`config.mk`:
```
export PLATFORM = sky130hd
export DESIGN_NAME = sm83_timer
export DESIGN_NICKNAME = d
export VERILOG_FILES = /design/src/rtl/sm83_pkg.sv /design/src/rtl/sm83_timer.sv
export SDC_FILE = /design/constraint.sdc
export NUM_CORES = 1
export LEC_CHECK = 0
export ABC_AREA = 1
export CORE_ASPECT_RATIO = 1.25
export CORE_MARGIN = 3
export CORE_UTILIZATION = 25
export DETAILED_ROUTE_END_ITERATION = 8
export RECOVER_POWER = 25
export SYNTH_ARGS = -nofsm -noshare
export SYNTH_HDL_FRONTEND = slang
export SYNTH_SLANG_ARGS = --single-unit
```
`constraint.sdc`:
```
create_clock -name clk -period 1.5 [get_ports clk]
set_input_delay 0.3 -clock clk [delete_from_list [all_inputs] [get_ports clk]]
set_output_delay 0.3 -clock clk [all_outputs]
set_load 0.01 [all_outputs]
```
`src/rtl/sm83_pkg.sv`:
```
// rtl/sm83_pkg.sv - shared SM83 bus types, timer register map and timer helpers
package sm83_pkg;

    typedef logic [15:0] addr_t;
    typedef logic [7:0]  data_t;

    localparam addr_t ADDR_DIV  = 16'hFF04;
    localparam addr_t ADDR_TIMA = 16'hFF05;
    localparam addr_t ADDR_TMA  = 16'hFF06;
    localparam addr_t ADDR_TAC  = 16'hFF07;

    // Cycles TIMA sits at 0x00 after a wrap before the TMA reload cycle
    localparam logic [1:0] OVF_CYCLES = 2'd3;

    typedef enum logic [1:0] {
        RUN    = 2'd0,
        OVF    = 2'd1,
        RELOAD = 2'd2
    } timer_state_t;

    function automatic logic [3:0] tac_tap(input logic [1:0] sel);
        case (sel)
            2'b00:   return 4'd9;
            2'b01:   return 4'd3;
            2'b10:   return 4'd5;
            default: return 4'd7;
        endcase
    endfunction

endpackage

```
`src/rtl/sm83_timer.sv`:
```
// rtl/sm83_timer.sv - DIV/TIMA/TMA/TAC timer responder with overflow reload and irq pulse
module sm83_timer
    import sm83_pkg::*;
(
    input  logic  clk,
    input  logic  rst,
    input  addr_t addr,
    input  data_t w_data,
    input  logic  w_wen,
    output data_t r_data,
    output logic  hit,
    output logic  irq_timer
);

    logic [15:0]  r_sys_cnt;
    data_t        r_tima;
    data_t        r_tma;
    logic [2:0]   r_tac;
    timer_state_t r_state;
    logic [1:0]   r_ovf_cnt;
    logic         r_tick_q;
    logic         r_irq;

    logic w_wr_div;
    logic w_wr_tima;
    logic w_wr_tma;
    logic w_wr_tac;
    logic w_tick;
    logic w_fall;

    assign hit       = (addr[15:2] == ADDR_DIV[15:2]);
    assign w_wr_div  = w_wen & hit & (addr[1:0] == ADDR_DIV[1:0]);
    assign w_wr_tima = w_wen & hit & (addr[1:0] == ADDR_TIMA[1:0]);
    assign w_wr_tma  = w_wen & hit & (addr[1:0] == ADDR_TMA[1:0]);
    assign w_wr_tac  = w_wen & hit & (addr[1:0] == ADDR_TAC[1:0]);

    // Any 1->0 of the gated tap counts, including ones caused by DIV/TAC writes
    assign w_tick    = r_tac[2] & r_sys_cnt[tac_tap(r_tac[1:0])];
    assign w_fall    = r_tick_q & ~w_tick;
    assign irq_timer = r_irq;

    always_comb begin
        r_data = 8'h00;
        if (hit) begin
            case (addr[1:0])
                2'b00:   r_data = r_sys_cnt[15:8];
                2'b01:   r_data = r_tima;
                2'b10:   r_data = r_tma;
                default: r_data = {5'b11111, r_tac};
            endcase
        end
    end

    always_ff @(posedge clk) begin
        if (rst) begin
            r_sys_cnt <= 16'h0000;
            r_tima    <= 8'h00;
            r_tma     <= 8'h00;
            r_tac     <= 3'b000;
            r_state   <= RUN;
            r_ovf_cnt <= 2'd0;
            r_tick_q  <= 1'b0;
            r_irq     <= 1'b0;
        end else begin
            r_sys_cnt <= w_wr_div ? 16'h0000 : r_sys_cnt + 16'd1;
            r_tick_q  <= w_tick;
            r_irq     <= 1'b0;
            if (w_wr_tma) r_tma <= w_data;
            if (w_wr_tac) r_tac <= w_data[2:0];

            case (r_state)
                RUN: begin
                    if (w_wr_tima) begin
                        r_tima <= w_data;
                    end else if (w_fall) begin
                        if (r_tima == 8'hFF) begin
                            r_tima    <= 8'h00;
                            r_ovf_cnt <= OVF_CYCLES;
                            r_state   <= OVF;
                        end else begin
                            r_tima <= r_tima + 8'd1;
                        end
                    end
                end
                OVF: begin
                    if (w_wr_tima) begin
                        r_tima  <= w_data;
                        r_state <= RUN;
                    end else begin
                        r_ovf_cnt <= r_ovf_cnt - 2'd1;
                        if (r_ovf_cnt == 2'd1) r_state <= RELOAD;
                    end
                end
                RELOAD: begin
                    // A TMA write landing on the reload cycle feeds TIMA directly
                    r_tima  <= w_wr_tma ? w_data : r_tma;
                    r_irq   <= 1'b1;
                    r_state <= RUN;
                end
                default: r_state <= RUN;
            endcase
        end
    end

endmodule

```
Word level (Yosys, flattened, before mapping). Index checks and enable logic that the tools add are counted.

Add/sub/neg operators: 3. Order comparisons: 1. Equality and inequality tests: 17. Mux-type cells: 23. Bitwise operators: 8. Reductions and logical operators: 9.

Operators with widths (count): $mux 8 (6); $pmux 8 s3 (2); $mux 2 (9); $add 16x1->16 const B (1); $eq 14x14->1 const B (1); $pmux 4 s3 (1); $ne 2x2->1 const B (5); $add 8x1->8 const B (1); $eq 2x1->1 const B (4); $eq 2x2->1 const B (4); $eq 8x8->1 const B (1); $pmux 2 s2 (2); $and 1x1->1 (7); $logic_not 2->1 (3); $ne 3x3->1 const B (2); $lt 4x5->1 const B (1); $reduce_and 5->1 (1); $bmux 1 s4 (1); $reduce_and 4->1 (1); $reduce_and 3->1 (1); $reduce_bool 3->1 (1); $mux 1 (2); $reduce_bool 2->1 (1); $reduce_or 2->1 (1); 2 further kinds (2).

Flip-flop bits (word level): 41. Input bits: 27. Output and inout bits: 10. Word-level logic and storage cells: 69.

Logic depth before layout (Yosys ltp).
Depth after elaboration: 10. Gate-level depth with buffers: 12. Mapped depth without buffers: 12.

Least setup slack after synthesis. Ideal clock, no wire load.

Kind: reg-to-reg. Start point: register r_sys_cnt[0]. End point: register r_sys_cnt[14]. Library setup time: 0.117 ns. Data arrival time: 1.437 ns. Required time: 1.383 ns. Setup slack: -0.055 ns. Stages on the path, launching flop included: 11. Path buffers: 0. Clock period less this slack: 1.555 ns. Cell sequence: dfxtp_1 ha_1 nand2_1 inv_1 nand2_1 nor3_1 nand2_1 nor3b_1 nand2_1 xor2_1 nor2_1.

Longest elaborated chain between the ends: 1.

Ends and longest elaborated chain: start, declared (line sm83_timer.sv:15) `logic [15:0] r_sys_cnt;`; start signal, assigned (line sm83_timer.sv:65) `r_sys_cnt <= w_wr_div ? 16'h0000 : r_sys_cnt + 16'd1;`; $add 16x1->16 (line sm83_timer.sv:65).

No other way between the ends. A chain may end at the register's enable or synchronous reset.

Worst setup path in the final report.
Start point: register r_tima[0]. End point: register r_state[1].

Longest elaborated chain between the ends: 3.

Ends and longest elaborated chain: start, declared (line sm83_timer.sv:16) `data_t r_tima;`; start signal, assigned (line sm83_timer.sv:74) `r_tima <= w_data;`; start signal, assigned (line sm83_timer.sv:81) `r_tima <= r_tima + 8'd1;`; start signal, assigned (line sm83_timer.sv:87) `r_tima <= w_data;`; $eq 8x8->1 (line sm83_timer.sv:76) `if (r_tima == 8'hFF) begin`; $ne 2x2->1 (no source line); $reduce_and 4->1 (no source line); end signal, assigned (line sm83_timer.sv:79) `r_state <= OVF;`; end signal, assigned (line sm83_timer.sv:88) `r_state <= RUN;`; end signal, assigned (line sm83_timer.sv:91) `if (r_ovf_cnt == 2'd1) r_state <= RELOAD;`; end, declared (line sm83_timer.sv:19) `timer_state_t r_state;`.

No other way between the ends.

==> flow_summary.toml <==
[timing]
finalClockSkew_ns = 0.00858
slew_violations = 0
max-slew-margin-rel_pct = 70.7
worstMarginPinSlew_ns = 0.439
maxClockFrequency_mhz = 639
setup-violations-final = 19
fin_setup_tns_ns = -0.594
holdWs_ns = 0.486
final.setup.worst_slack_ns = -0.0655
min_period_over_period_pct = 104
timing.final.hold_violations = 0
period_minus_slack_ns = 1.57
unrepaired_setup_endpoints_after_global_routing = "yes"

[place]
portBuffers = 36
post-place-cells = 660
gp_congestion = 0.889
hpwl_um = 6720

[cts]
cts.htree.levels = 2
numCtsBuffers = 5
root_buffer = "clkbuf_16"
tritoncts_num_sinks = 41
clkSlewWorstSetupHoldPaths_ns = 0.06
clock_tree.buffer_depth = 2
clock_insertion_delay_worst_skew_ns = 0.28
cts_tree = "done"

[outcome]
status = "finished, violations left"
violations = "setup timing"

[setup_path]
r2r_slack_ns = -0.07
worstPathMaxFanout = 3
critPathSlowestCell = "dfxtp_4"
cp-start-kind = "flop"
path_class = "reg -> reg"
critical_path.endpoint_type = "flop"
timing.critical_path.slowest_cell_delay_ns = 0.38
timing.critical_path.arrival_ns = 1.73
path_cells = "ha_4 > nand2_4 > nor2_4 > nand3_4 > nor2_4 > nand3_4 > o21ai_4 > nand2_2 > nand2_2 > a21oi_1"
cp.required_ns = 1.66
cpLargestDelayFamily = "simple AND/OR/NAND/NOR gates"
crit_buf_inv = 0

[routing]
via_per_inst = 4.71
route.antenna.remaining_nets = 0
detail_route.wl_per_cell_um = 13.7
vias = 3275
post-route-drc-count = 0
detailedRoute.firstIterationViolations = 117
drtPass1Iterations = 4
finalWirelength_um = 9530

[grt]
grt_antenna_before_repair = 0
grt_first_pass_wirelength_um = 15300
leftover_overflow_at_the_end_of_global_routing = 0
maximum_number_of_pins_on_one_net_before_global_route_repair = 21
grt_resource_usage_total_pct = 15.5
first_global_vias = 3291

[yosys]
synth-seq-cells = 41
synthesis.nets = 441
ys_top_cells_by_area = "dfxtp_1 31%, nand2_1 13%, inv_1 8.7%, a21oi_1 7.6%, nor2_1 6.1%"
mappedNetlistArea_um2 = 2640
synthDistinctLibCells = 35
number_of_enable_flip_flop_cells_after_synthesis = 0
ys_dominant_reg_cell = "dfxtp_1"
async_reset_ff_share_pct = 0
seq_area_frac_synth_pct = 31.1
yosysWarningCount = 0
netlist_instances = 407
post-synth-top-area-fraction_pct = 31.1
syn_avg_cell_area_um2 = 6.48
post-synth-top-area-cell = "dfxtp_1"

[run]
max_cap_viol_count = 0

[die]
die_height_um = 121
placeableCoreArea_um2 = 10200
rows = 41
die_area_um2 = 11800
floorplan.die.width_um = 97.9
initial_utilization_pct = 25.8
io-pin-count = 37

[finish]
fin_cells = 696
antenna-diode-count = 0
post_route_cells_drive_above_1_share_pct = 52.4
nets = 600
syn_to_final_growth_pct = 84.1

[power_and_ir_drop]
vdd.ir_drop.worst_mv = 0.417
cellLeakagePower_nw = 2.10
post-layout-total-power_w = 0.00271
p_per_area_nw_per_um2 = 559

[worst_hold_path]
min-delay-path-class = "reg -> reg"
## worst register-to-register path: stages (launching register included)
cell and delay (ns):
dfxtp_4 0.38, ha_4 0.15, nand2_4 0.06, nor2_4 0.12
nand3_4 0.10, nor2_4 0.18, nand3_4 0.12, o21ai_4 0.17
nand2_2 0.08, nand2_2 0.06, a21oi_1 0.05
## synth_stat cells, types with 4 or more instances
cell type / n
dfxtp_1: 41
o22ai_1: 6
nor2_2: 7
nand4_1: 11
a21oi_1: 40
o21ai_0: 10
clkbuf_1: 6
nor2_1: 43
a211oi_1: 7
ha_1: 7
o21ai_1: 4
nand3_1: 31
inv_1: 61
nand2_1: 92
nor3_1: 9
## layout by cell type (no fill, tap or decap), types with 6 or more instances in the layout
cell / synthesis / layout
nand2_1: 92 / 65
inv_4: 0 / 6
a21oi_1: 40 / 21
buf_2: 1 / 12
nand3_2: 3 / 10
nand3_1: 31 / 18
nand2_2: 1 / 24
a21oi_2: 1 / 18
inv_1: 61 / 47
nor2_2: 7 / 8
o21ai_1: 4 / 7
dfxtp_2: 0 / 6
clkdlybuf4s50_1: 0 / 10
nand4_1: 11 / 11
nor2_4: 3 / 14
buf_4: 0 / 100
nand3_4: 1 / 7
dfxtp_1: 41 / 31
inv_2: 2 / 9
buf_6: 0 / 30
nor2_1: 43 / 32
## per-stage QoR
step / instance area [um2] / utilization (%) / setup slack [ns]
final: 4850 / 47.5 / -0.0655
after global routing: 4850 / 47.5 / -0.167
after CTS: 4440 / 43.5 / -0.113
after detailed placement: 3860 / 37.8 / -0.933
after global placement: 3860 / 37.8 / -0.897
after floorplan: 2650 / - / -0.0159
## final timing paths
check,start,endpoint,depth (start not counted)
setup / recovery,r_tima[0],r_state[1],10
hold / removal,r_ovf_cnt[1],r_ovf_cnt[1],2
setup reg to reg,r_tima[0],r_state[1],10
hold reg to reg,r_ovf_cnt[1],r_ovf_cnt[1],2
## state kept, by name, summed over array words and instances, names as in the netlist
| register | cells |
|---|---|
| r_sys_cnt | 16 |
| r_tma | 8 |
| r_state | 2 |
| r_tick_q | 1 |
| r_tac | 3 |
| r_tima | 8 |
| r_ovf_cnt | 2 |
| irq_timer | 1 |
## area by class of cell
cell class / count / area (um2)
clock buffer: 6 / 139
inverter: 63 / 256
tap: 129 / 161
fill: 947 / 5360
timing repair buffer: 158 / 1300
multi-input combinational: 297 / 2120
sequential: 41 / 843
clock inverter: 2 / 37.5
## per-layer routing
| layer | vias up | part of all wire, % | GRT usage, % |
|---|---|---|---|
| met4 | 0 | 3.2 | 5.54 |
| met1 | 1528 | 40 | 17.7 |
| met2 | 66 | 54 | 29.8 |
| met5 | - | 0 | 0 |
| met3 | 28 | 2.4 | 1.33 |
| li1 | 1653 | - | - |
## repair_timing
item | in CTS | in global routing
pin swaps | 38 | 73
gates cloned | 1 | 0
setup endpoints to repair | 48 | 36
resized for setup | 187 | 114
hold buffers | 0 | 0
buffers inserted | 16 | 13
## cells by family after synthesis
group           count (synthesis)  synth area share, %
simple gates                  211                 38.3
compound gates                 74                 15.9
buf+inv                        70                 10.0
flops                          41                 31.1
fa+ha+maj                       7                 3.32
xor+xnor                        4                 1.33
## power breakdown
part / internal [W] / total, W / switching (W)
clock network: 0.000831 / 0.00128 / 0.000446
registers: 0.00109 / 0.00110 / 0.00000849
logic: 0.000169 / 0.000334 / 0.000165
Note: power is estimated with default switching activity, not from simulation.
